==> src/rtl/game_pkg.sv <==
// Shared encodings and helpers for the breakout game-flow controller.
// Also holds the BCD digit width and the default frame constants.
package game_pkg;

   typedef enum logic [2:0] {
      ATTRACT     = 3'd0,
      SERVE       = 3'd1,
      PLAY        = 3'd2,
      PAUSE       = 3'd3,
      LEVEL_CLEAR = 3'd4,
      GAME_OVER   = 3'd5
   } state_t;

   localparam int BCD_W            = 4;
   localparam int DEF_LIVES        = 3;
   localparam int DEF_LEVELS       = 4;
   localparam int DEF_SERVE_FRAMES = 60;
   localparam int DEF_CLEAR_FRAMES = 90;

   // Adds a digit and an addend (each 0..9).
   // Returns {carry, corrected digit}.
   function automatic logic [4:0] bcd_digit_add(input logic [3:0] d, input logic [3:0] a);
      logic [4:0] s;
      s = {1'b0, d} + {1'b0, a};
      if (s > 5'd9) s = s + 5'd6;
      return s;
   endfunction

endpackage

==> src/rtl/bcd_score_counter.sv <==
// Parametrised BCD score accumulator: ripple add of a one-digit addend.
// Saturates to all nines when a carry leaves the top digit.
module bcd_score_counter
   import game_pkg::*;
#(
   parameter int SCORE_DIGITS = 4
) (
   input  logic                            clk,
   input  logic                            nRst,
   input  logic                            clr,
   input  logic                            add_en,
   input  logic [3:0]                      addend,
   output logic [BCD_W*SCORE_DIGITS-1:0]   score,
   output logic                            saturation
);

   localparam int SW = BCD_W * SCORE_DIGITS;

   logic [SW-1:0] sum_next;
   logic [3:0]    carry;
   logic [4:0]    dsum;
   logic          top_carry;

   always_comb begin
      sum_next = '0;
      carry    = addend;
      dsum     = '0;
      for (int i = 0; i < SCORE_DIGITS; i++) begin
         dsum = bcd_digit_add(score[i*BCD_W +: BCD_W], carry);
         sum_next[i*BCD_W +: BCD_W] = dsum[3:0];
         carry = {3'b000, dsum[4]};
      end
      top_carry = carry[0];
   end

   always_ff @(posedge clk or negedge nRst) begin
      if (!nRst) begin
         score      <= '0;
         saturation <= 1'b0;
      end else if (clr) begin
         score      <= '0;
         saturation <= 1'b0;
      end else if (add_en && !saturation) begin
         if (top_carry) begin
            score      <= {SCORE_DIGITS{4'h9}};
            saturation <= 1'b1;
         end else begin
            score      <= sum_next;
         end
      end
   end

endmodule

==> src/rtl/game_flow_ctrl.sv <==
// Breakout game-flow controller: attract/serve/play/pause/level-clear/game-over,
// with lives, level and BCD score. All outputs are registered.
module game_flow_ctrl
   import game_pkg::*;
#(
   parameter int LIVES        = DEF_LIVES,
   parameter int LIVES_W      = 2,
   parameter int LEVELS       = DEF_LEVELS,
   parameter int LEVEL_W      = 2,
   parameter int SCORE_DIGITS = 4,
   parameter int SERVE_FRAMES = DEF_SERVE_FRAMES,
   parameter int CLEAR_FRAMES = DEF_CLEAR_FRAMES
) (
   input  logic                           clk,
   input  logic                           nRst,
   input  logic                           en,
   input  logic                           frame_pulse,
   input  logic                           btn_select,
   input  logic                           block_hit,
   input  logic                           ball_lost,
   input  logic                           field_clear,
   output logic [2:0]                     state,
   output logic                           do_move,
   output logic                           ball_reset,
   output logic                           field_reset,
   output logic [LIVES_W-1:0]             lives,
   output logic [LEVEL_W-1:0]             level,
   output logic [BCD_W*SCORE_DIGITS-1:0]  score
);

   localparam int TMAX    = (SERVE_FRAMES > CLEAR_FRAMES) ? SERVE_FRAMES : CLEAR_FRAMES;
   localparam int TIMER_W = $clog2(TMAX + 1);

   state_t             st;
   logic [TIMER_W-1:0] timer;
   logic               sync1, sync2, sync3;
   logic               sel_edge;
   logic               score_clr, score_add, score_sat;
   logic [3:0]         addend;

   // {do_move, ball_reset} while resident in a state
   function automatic logic [1:0] mode_outs(input state_t s);
      case (s)
         SERVE:   return 2'b11;
         PLAY:    return 2'b10;
         PAUSE:   return 2'b00;
         default: return 2'b01;
      endcase
   endfunction

   assign state     = st;
   assign sel_edge  = sync2 & ~sync3;
   assign score_clr = en && (st == ATTRACT) && sel_edge;
   assign score_add = en && (st == PLAY) && block_hit && !score_sat;
   assign addend    = 4'(level) + 4'd1;

   bcd_score_counter #(
      .SCORE_DIGITS (SCORE_DIGITS)
   ) u_score (
      .clk        (clk),
      .nRst       (nRst),
      .clr        (score_clr),
      .add_en     (score_add),
      .addend     (addend),
      .score      (score),
      .saturation (score_sat)
   );

   always_ff @(posedge clk or negedge nRst) begin
      if (!nRst) begin
         sync1       <= 1'b0;
         sync2       <= 1'b0;
         sync3       <= 1'b0;
         st          <= ATTRACT;
         do_move     <= 1'b0;
         ball_reset  <= 1'b1;
         field_reset <= 1'b0;
         lives       <= LIVES_W'(LIVES);
         level       <= '0;
         timer       <= '0;
      end else begin
         sync1       <= btn_select;
         sync2       <= sync1;
         sync3       <= sync2;
         field_reset <= 1'b0;
         if (!en) begin
            do_move <= 1'b0;
         end else begin
            // Stay-in-state outputs; transitions below override them.
            {do_move, ball_reset} <= mode_outs(st);
            case (st)
               ATTRACT: begin
                  if (sel_edge) begin
                     lives                 <= LIVES_W'(LIVES);
                     level                 <= '0;
                     field_reset           <= 1'b1;
                     timer                 <= TIMER_W'(SERVE_FRAMES);
                     st                    <= SERVE;
                     {do_move, ball_reset} <= mode_outs(SERVE);
                  end
               end
               SERVE: begin
                  if (sel_edge || (frame_pulse && timer <= TIMER_W'(1))) begin
                     timer                 <= '0;
                     st                    <= PLAY;
                     {do_move, ball_reset} <= mode_outs(PLAY);
                  end else if (frame_pulse) begin
                     timer <= timer - TIMER_W'(1);
                  end
               end
               PLAY: begin
                  if (field_clear) begin
                     timer                 <= TIMER_W'(CLEAR_FRAMES);
                     st                    <= LEVEL_CLEAR;
                     {do_move, ball_reset} <= mode_outs(LEVEL_CLEAR);
                  end else if (ball_lost) begin
                     if (lives <= LIVES_W'(1)) begin
                        lives                 <= '0;
                        st                    <= GAME_OVER;
                        {do_move, ball_reset} <= mode_outs(GAME_OVER);
                     end else begin
                        lives                 <= lives - LIVES_W'(1);
                        timer                 <= TIMER_W'(SERVE_FRAMES);
                        st                    <= SERVE;
                        {do_move, ball_reset} <= mode_outs(SERVE);
                     end
                  end else if (sel_edge) begin
                     st                    <= PAUSE;
                     {do_move, ball_reset} <= mode_outs(PAUSE);
                  end
               end
               PAUSE: begin
                  if (sel_edge) begin
                     st                    <= PLAY;
                     {do_move, ball_reset} <= mode_outs(PLAY);
                  end
               end
               LEVEL_CLEAR: begin
                  if (frame_pulse && timer <= TIMER_W'(1)) begin
                     if (level != LEVEL_W'(LEVELS - 1)) level <= level + LEVEL_W'(1);
                     field_reset           <= 1'b1;
                     timer                 <= TIMER_W'(SERVE_FRAMES);
                     st                    <= SERVE;
                     {do_move, ball_reset} <= mode_outs(SERVE);
                  end else if (frame_pulse) begin
                     timer <= timer - TIMER_W'(1);
                  end
               end
               GAME_OVER: begin
                  if (sel_edge) begin
                     st                    <= ATTRACT;
                     {do_move, ball_reset} <= mode_outs(ATTRACT);
                  end
               end
               default: begin
                  st                    <= ATTRACT;
                  {do_move, ball_reset} <= mode_outs(ATTRACT);
               end
            endcase
         end
      end
   end

endmodule

==> config.mk <==
export PLATFORM = sky130hd
export DESIGN_NAME = game_flow_ctrl
export DESIGN_NICKNAME = d
export VERILOG_FILES = /design/src/rtl/game_pkg.sv /design/src/rtl/bcd_score_counter.sv /design/src/rtl/game_flow_ctrl.sv
export SDC_FILE = /design/constraint.sdc
export NUM_CORES = 1
export LEC_CHECK = 0
export ABC_AREA = 1
export BUFFER_PORTS_ARGS = -buffer_cell sky130_fd_sc_hd__buf_2
export CAP_MARGIN = 20
export CORE_UTILIZATION = 63
export CTS_CLUSTER_SIZE = 20
export DETAILED_ROUTE_END_ITERATION = 8
export GPL_ROUTABILITY_DRIVEN = 0
export PLACE_DENSITY_LB_ADDON = 0.3
export SLEW_MARGIN = 20
export SYNTH_ARGS = -nofsm -noshare
export SYNTH_HDL_FRONTEND = slang
export SYNTH_SLANG_ARGS = --single-unit
export TNS_END_PERCENT = 100
==> constraint.sdc <==
create_clock -name clk -period 8.45 [get_ports clk]
set_input_delay 1.69 -clock clk [delete_from_list [all_inputs] [get_ports clk]]
set_output_delay 1.69 -clock clk [all_outputs]
set_load 0.005 [all_outputs]
Yosys cells after proc, flatten, opt, wreduce, memory -nomap -nowiden --
Index checks and enable logic that the tools add are counted.
Cells by class: add/subtract/negate cells 12, reduce and logical (&&, ||, !) cells 22, shift-type cells 0, divide/modulo/power cells 0, muxes and demuxes 58, multiply operators 0, order comparisons 6, bitwise logic cells 2, equality and inequality tests 17
Operators with widths (number):
- $mux 7 | 7
- $mux 16 | 3
- $pmux 7 s4 | 1
- $mux 3 | 9
- $add 5x3->5 const B | 4
- $gt 5x4->1 const B | 4
- $mux 1 | 20
- $mux 5 | 4
- $ne 2x2->1 const B | 9
- $pmux 3 s6 | 1
- $add 4x1->5 | 3
- $reduce_and 5->1 | 3
- $mux 2 | 7
- $pmux 1 s5 | 2
- $pmux 2 s2 | 2
- $reduce_bool 2->1 | 4
- $le 7x1->1 const B | 1
- $logic_and 1x1->1 | 7
- $reduce_and 7->1 | 1
- $sub 7x1->7 const B | 1
- $eq 3x2->1 const B | 2
- $eq 3x3->1 const B | 2
- $ne 3x3->1 const B | 2
- $pmux 2 s3 | 1
- 16 further kinds | 17
Word-level totals: memory bits (read-only) 0, memories 0, input bits 8, flip-flop bits (word level) 37, bits in latches 0, output and inout port bits 26, bits in writable memories 0

Longest topological paths before layout --
depth after elaboration 16, gate-level depth with buffers 43, gate-level depth less buffers 43

Modules after synthesis --
A second synthesis with hierarchy kept.
Second synthesis, totals: cells, all modules 396, area, all modules 2766.4 µm²
Modules (own cells, without submodules):
- game_flow_ctrl | seq. area each 504.2 µm², area each 1383.8 µm², cells each 198, times used 1
- bcd_score_counter | seq. area each 425.4 µm², area each 1382.6 µm², cells each 198, times used 1

Least setup slack after synthesis --
OpenSTA, ideal clock, no wires.
path kind reg2reg, start point register level[0], end point register u_score.score[10], stages on the path, launching flop included 35, slack 3708 ps, period minus slack after synthesis 4742 ps, data arrival time 4624 ps, buffers on the path 0, cells stage by stage dfrtp_1 > inv_1 > ha_1 > inv_1 > fa_1 > inv_1 > nand3_1 > nand3_1 > xnor2_1 > inv_1 > ha_1 > xnor2_1 > nand2_1 > nand2_1 > nand2_1 > o21ai_0 > inv_1 > ha_1 > xnor2_1 > nand2_1 > nand2_1 > nand2_1 > o21ai_0 > inv_1 > ha_1 > ha_1 > nand2_1 > nand2_2 > ha_1 > nand2_1 > nand3_1 > nand2_2 > nand2_1 > nand3_1 > nand2_1
On the way: word-level cells in the longest chain between the ends 16
Ends and longest elaborated chain:
- from (decl) | RTL line game_flow_ctrl.sv:27 | output logic [LEVEL_W-1:0] level,
- from (signal assigned) | RTL line game_flow_ctrl.sv:140 | if (level != LEVEL_W'(LEVELS - 1)) level <= level + LEVEL_W'(1);
- $add 2x1->3 (*) | RTL line game_flow_ctrl.sv:55 | assign addend = 4'(level) + 4'd1;
- $add 4x3->5 (*) | RTL line game_pkg.sv:24 | s = {1'b0, d} + {1'b0, a};
- $add 5x3->5 or $gt 5x4->1 (tied branches) | RTL line game_pkg.sv:25 | if (s > 5'd9) s = s + 5'd6;
- $mux 5 (*) | RTL line game_pkg.sv:25
- $add 4x1->5 (*) | RTL line game_pkg.sv:24
- $add 5x3->5 or $gt 5x4->1 (tied branches) | RTL line game_pkg.sv:25
- $mux 5 (*) | RTL line game_pkg.sv:25
- $add 4x1->5 (*) | RTL line game_pkg.sv:24
- $add 5x3->5 or $gt 5x4->1 (tied branches) | RTL line game_pkg.sv:25
- $mux 5 (*) | RTL line game_pkg.sv:25
- $add 4x1->5 | RTL line game_pkg.sv:24
- $add 5x3->5 or $gt 5x4->1 (tied branches) | RTL line game_pkg.sv:25
- $mux 5 | RTL line game_pkg.sv:25
- $mux 16 (*) | RTL line bcd_score_counter.sv:44 | if (top_carry) begin
- $mux 16 (*) | RTL line bcd_score_counter.sv:43 | end else if (add_en && !saturation) begin
- $mux 16 (*) | RTL line bcd_score_counter.sv:40 | end else if (clr) begin
- to (signal assigned) | RTL line bcd_score_counter.sv:45 | score <= {SCORE_DIGITS{4'h9}};
- to (signal assigned) | RTL line bcd_score_counter.sv:48 | score <= sum_next;
- to (decl) | RTL line bcd_score_counter.sv:13 | output logic [BCD_W*SCORE_DIGITS-1:0] score,
Mark *: on every way between the ends. The rest lies on a longest branch, timed or not. The select of a mux whose other input is x is not followed. A chain may end at the register's enable or synchronous reset.

Worst setup path in the final report --
start point register level[0], end point register u_score.score[2]
On the way: word-level cells in the longest chain between the ends 16
Ends and longest elaborated chain (RTL line):
- $add 2x1->3 (*) | game_flow_ctrl.sv:55
- $add 4x3->5 (*) | game_pkg.sv:24
- $add 5x3->5 or $gt 5x4->1 (tied branches) | game_pkg.sv:25
- $mux 5 (*) | game_pkg.sv:25
- $add 4x1->5 | game_pkg.sv:24
- $add 5x3->5 or $gt 5x4->1 (tied branches) | game_pkg.sv:25
- $mux 5 | game_pkg.sv:25
- $add 4x1->5 | game_pkg.sv:24
- $add 5x3->5 or $gt 5x4->1 (tied branches) | game_pkg.sv:25
- $mux 5 | game_pkg.sv:25
- $add 4x1->5 | game_pkg.sv:24
- $add 5x3->5 or $gt 5x4->1 (tied branches) | game_pkg.sv:25
- $mux 5 | game_pkg.sv:25
- $mux 16 (*) | bcd_score_counter.sv:44
- $mux 16 (*) | bcd_score_counter.sv:43
- $mux 16 (*) | bcd_score_counter.sv:40
Marked as above.

==> flow_metrics.py <==
metrics = {
    "global_routing": {
        "grt_pass1_vias": 2178,
        "antenna_found_initial": 0,
        "grt-ovfl-total": 0,
        "grt_max_degree": 38,
        "grt_pass1_wl_mm": 9.42,
        "track_usage": 0.276,
    },
    "setup_path": {
        "slowest_stage": "fa_1",
        "crit_path_frequent_cell": "nand2_1",
        "worst_setup_path_start_kind": "register",
        "rr_endpoint": "u_score.score[2]$_DFFE_PN0P_",
        "cp.arrival_ns": 5.75,
        "crit_path_max_fanout": 8,
        "crit_start": "level[0]$_DFFE_PN0P_",
        "reg2reg_depth": 34,
        "worstReg2RegStart": "level[0]$_DFFE_PN0P_",
        "cp_num_cells": 34,
        "critPathRequiredTime_ns": 8.62,
        "worst_path_largest_cell_delay_ns": 0.51,
        "cp-endpoint": "u_score.score[2]$_DFFE_PN0P_",
        "endpoint_kind": "register",
        "path_buf_inv": 6,
        "criticalPathCategory": "register to register",
        "ff2ff_setup_slack_ns": 2.87,
        "critical_path.top_delay_family": "simple AND/OR/NAND/NOR gates",
    },
    "sta": {
        "clock_skew_ns": 0.0102,
        "finalWorstSetupSlack_ns": 2.87,
        "tns_ns": 0,
        "period_needed_ns": 5.58,
        "tightest_slew_ns": 0.813,
        "max_freq_mhz": 179,
        "hold-worst-slack_ns": 0.363,
        "rsz0062_at_grt": "no",
        "fin_crit_sh": 0.661,
        "slew_headroom": 0.458,
        "slew_violations": 0,
        "finalHoldViolCount": 0,
        "setup_viol": 0,
    },
    "final_layout": {
        "num_antenna_cells": 0,
        "fin_nets": 432,
        "syn_to_final_growth_pct": 10.9,
        "drive_gt1_frac": 0.179,
    },
    "synthesis": {
        "ys.flop_type": "dfrtp_1",
        "yosys.area.top_type_share": 0.317,
        "synth-seq-cells": 37,
        "yosys_warnings": 0,
        "ys_types": 37,
        "yosysSeqAreaShare": 0.346,
        "avgSynthCellArea_um2": 7.24,
        "netlist_instances": 371,
        "syn_nets": 395,
        "synth_area_um2": 2690,
        "synth_area_leader_cell": "dfrtp_1",
        "synth_edf_count": 0,
        "async_flop_share": 1.00,
        "netlist_top_cells_area": "dfrtp_1 32%, nand2_1 18%, nand3_1 8.2%",
    },
    "floorplan": {
        "initial_utilization": 0.662,
        "rows": 23,
        "coreArea_um2": 4060,
        "die_area_um2": 4530,
        "ios": 34,
        "die_x_um": 67.3,
        "die_h_um": 67.3,
    },
    "clocking": {
        "cts_buffer_depth": 2,
        "holdBufCountCts": 0,
        "cts_buffers": 5,
        "cts.repair.resized": 0,
        "clock-sinks": 37,
        "clock_latency_ns": 0.29,
        "postCtsSetupRepairBufs": 0,
        "cts_tree": "done",
        "root_buffer": "clkbuf_8",
        "path_clk_slew_ns": 0.07,
        "cts_htree_levels": 2,
    },
    "power_and_ir_drop": {
        "powerDensity_nw_per_um2": 256,
        "max-vdd-ir-drop_uv": 179,
        "leakagePower_nw": 1.75,
    },
    "drt": {
        "vias": 2493,
        "drc": 0,
        "dr.pass1.iters": 5,
        "wl_mm": 5.80,
        "vias_per_cell": 5.44,
        "ant_nets": 0,
        "drt_iter0_drc": 225,
        "wl_per_cell_um": 12.7,
    },
    "place": {
        "post-place-ws_ns": 3.06,
        "place_hpwl_mm": 4.34,
        "io_buffers": 33,
    },
    "status": {
        "outcome": "finished clean",
    },
    "job": {
        "maxCapViolCount": 0,
    },
    "worst_hold_path": {
        "hold_class": "register to register",
    },
}
## placed cells by master (no fill, tap or decap)
| cell type | count |
|---|---|
| a21boi_1 | 1 |
| a21boi_2 | 3 |
| a21oi_1 | 3 |
| a21oi_4 | 1 |
| a31o_2 | 1 |
| a31oi_1 | 1 |
| buf_2 | 33 |
| clkbuf_1 | 1 |
| clkbuf_8 | 6 |
| dfrtp_1 | 34 |
| dfstp_2 | 3 |
| fa_1 | 1 |
| ha_1 | 15 |
| inv_1 | 50 |
| inv_2 | 8 |
| inv_4 | 1 |
| nand2_1 | 131 |
| nand2_2 | 3 |
| nand3_1 | 44 |
| nand3_2 | 2 |
| nand3_4 | 2 |
| nand3b_1 | 1 |
| nand3b_4 | 1 |
| nand4_1 | 4 |
| nor2_1 | 18 |
| nor2_2 | 3 |
| nor2_8 | 1 |
| nor3_1 | 1 |
| o211ai_1 | 5 |
| o211ai_4 | 1 |
| o21ai_0 | 10 |
| o21ai_1 | 4 |
| o21ai_4 | 1 |
| o21bai_2 | 1 |
| or2_2 | 2 |
| xnor2_1 | 4 |
| xor2_1 | 7 |
## cell families after synthesis
group / count (synthesis) / synth area share
XOR/XNOR: 11 / 0.0359
buffers and inverters: 62 / 0.0913
AO/OA/AOI/OAI: 32 / 0.0909
adder cells (fa/ha/maj): 16 / 0.0774
AND/OR/NAND/NOR: 213 / 0.358
flip-flops: 37 / 0.346
## metrics by stage
step,instances,cell area (um^2),utilization,power (mW)
after CTS,458,2980,0.734,0.763
final,458,2980,0.734,0.764
after global routing,458,2980,0.734,0.829
after global placement,451,2890,0.713,0.615
after floorplan,371,2690,-,0.535
after detailed placement,451,2890,0.713,0.631
## cell usage after synthesis, types with 2 or more instances
cell type,n
nand4_1,4
nand3_1,44
a21oi_1,3
nand3_4,2
o21ai_0,10
ha_1,15
or2_2,2
dfstp_2,3
dfrtp_1,34
nor2_1,18
inv_1,50
a21boi_2,3
o211ai_1,5
nand2_1,131
xnor2_1,4
nand3_2,2
nor2_2,3
inv_2,8
o21ai_1,4
xor2_1,7
nand2_2,3
## how the worst min path moves through the flow
stage | startpoint | end | cells past startpoint
after floorplan | sync1$_DFF_PN0_ | sync2$_DFF_PN0_ | 0
after global placement | sync1$_DFF_PN0_ | sync2$_DFF_PN0_ | 0
after detailed placement | sync1$_DFF_PN0_ | sync2$_DFF_PN0_ | 0
after CTS | sync1$_DFF_PN0_ | sync2$_DFF_PN0_ | 0
after global routing | sync1$_DFF_PN0_ | sync2$_DFF_PN0_ | 0
final | sync1$_DFF_PN0_ | sync2$_DFF_PN0_ | 0
## worst register-to-register path, delay by kind of cell (launching register included)
kind	cells	cell delay, ns
AOI/OAI and AO/OA	2	0.18
xor gates and xnor gates	3	0.82
adders and majority gates	7	1.70
buffers and inverters	6	0.47
DFF	1	0.41
and+or+nand+nor	16	1.89
## registers in the layout, summed over array words and instances, names as in the netlist
register,cells
u_score.score,16
timer,7
state,3
level,2
lives,2
ball_reset,1
do_move,1
field_reset,1
sync1,1
sync2,1
sync3,1
u_score.saturation,1
## final cells by class
cell class,instances,area (um^2)
clock buffer,7,86.3
fill,318,1080
inverter,59,224
multi-input combinational,272,1510
sequential,37,930
tap,50,62.6
timing repair buffer,33,165
## per-layer routing
layer	track usage	up-vias	wire length (um)
met4	0.0691	0	41
li1	-	1242	-
met5	0	-	0
met1	0.367	1175	2700
met3	0.0574	6	273
met2	0.455	70	2790
## report_power, final
group / switching, mW / internal (mW)
combinational: 0.226 / 0.138
sequential: 0.0475 / 0.227
clock: 0.0599 / 0.0647
Power figures use the tool's default switching activity.
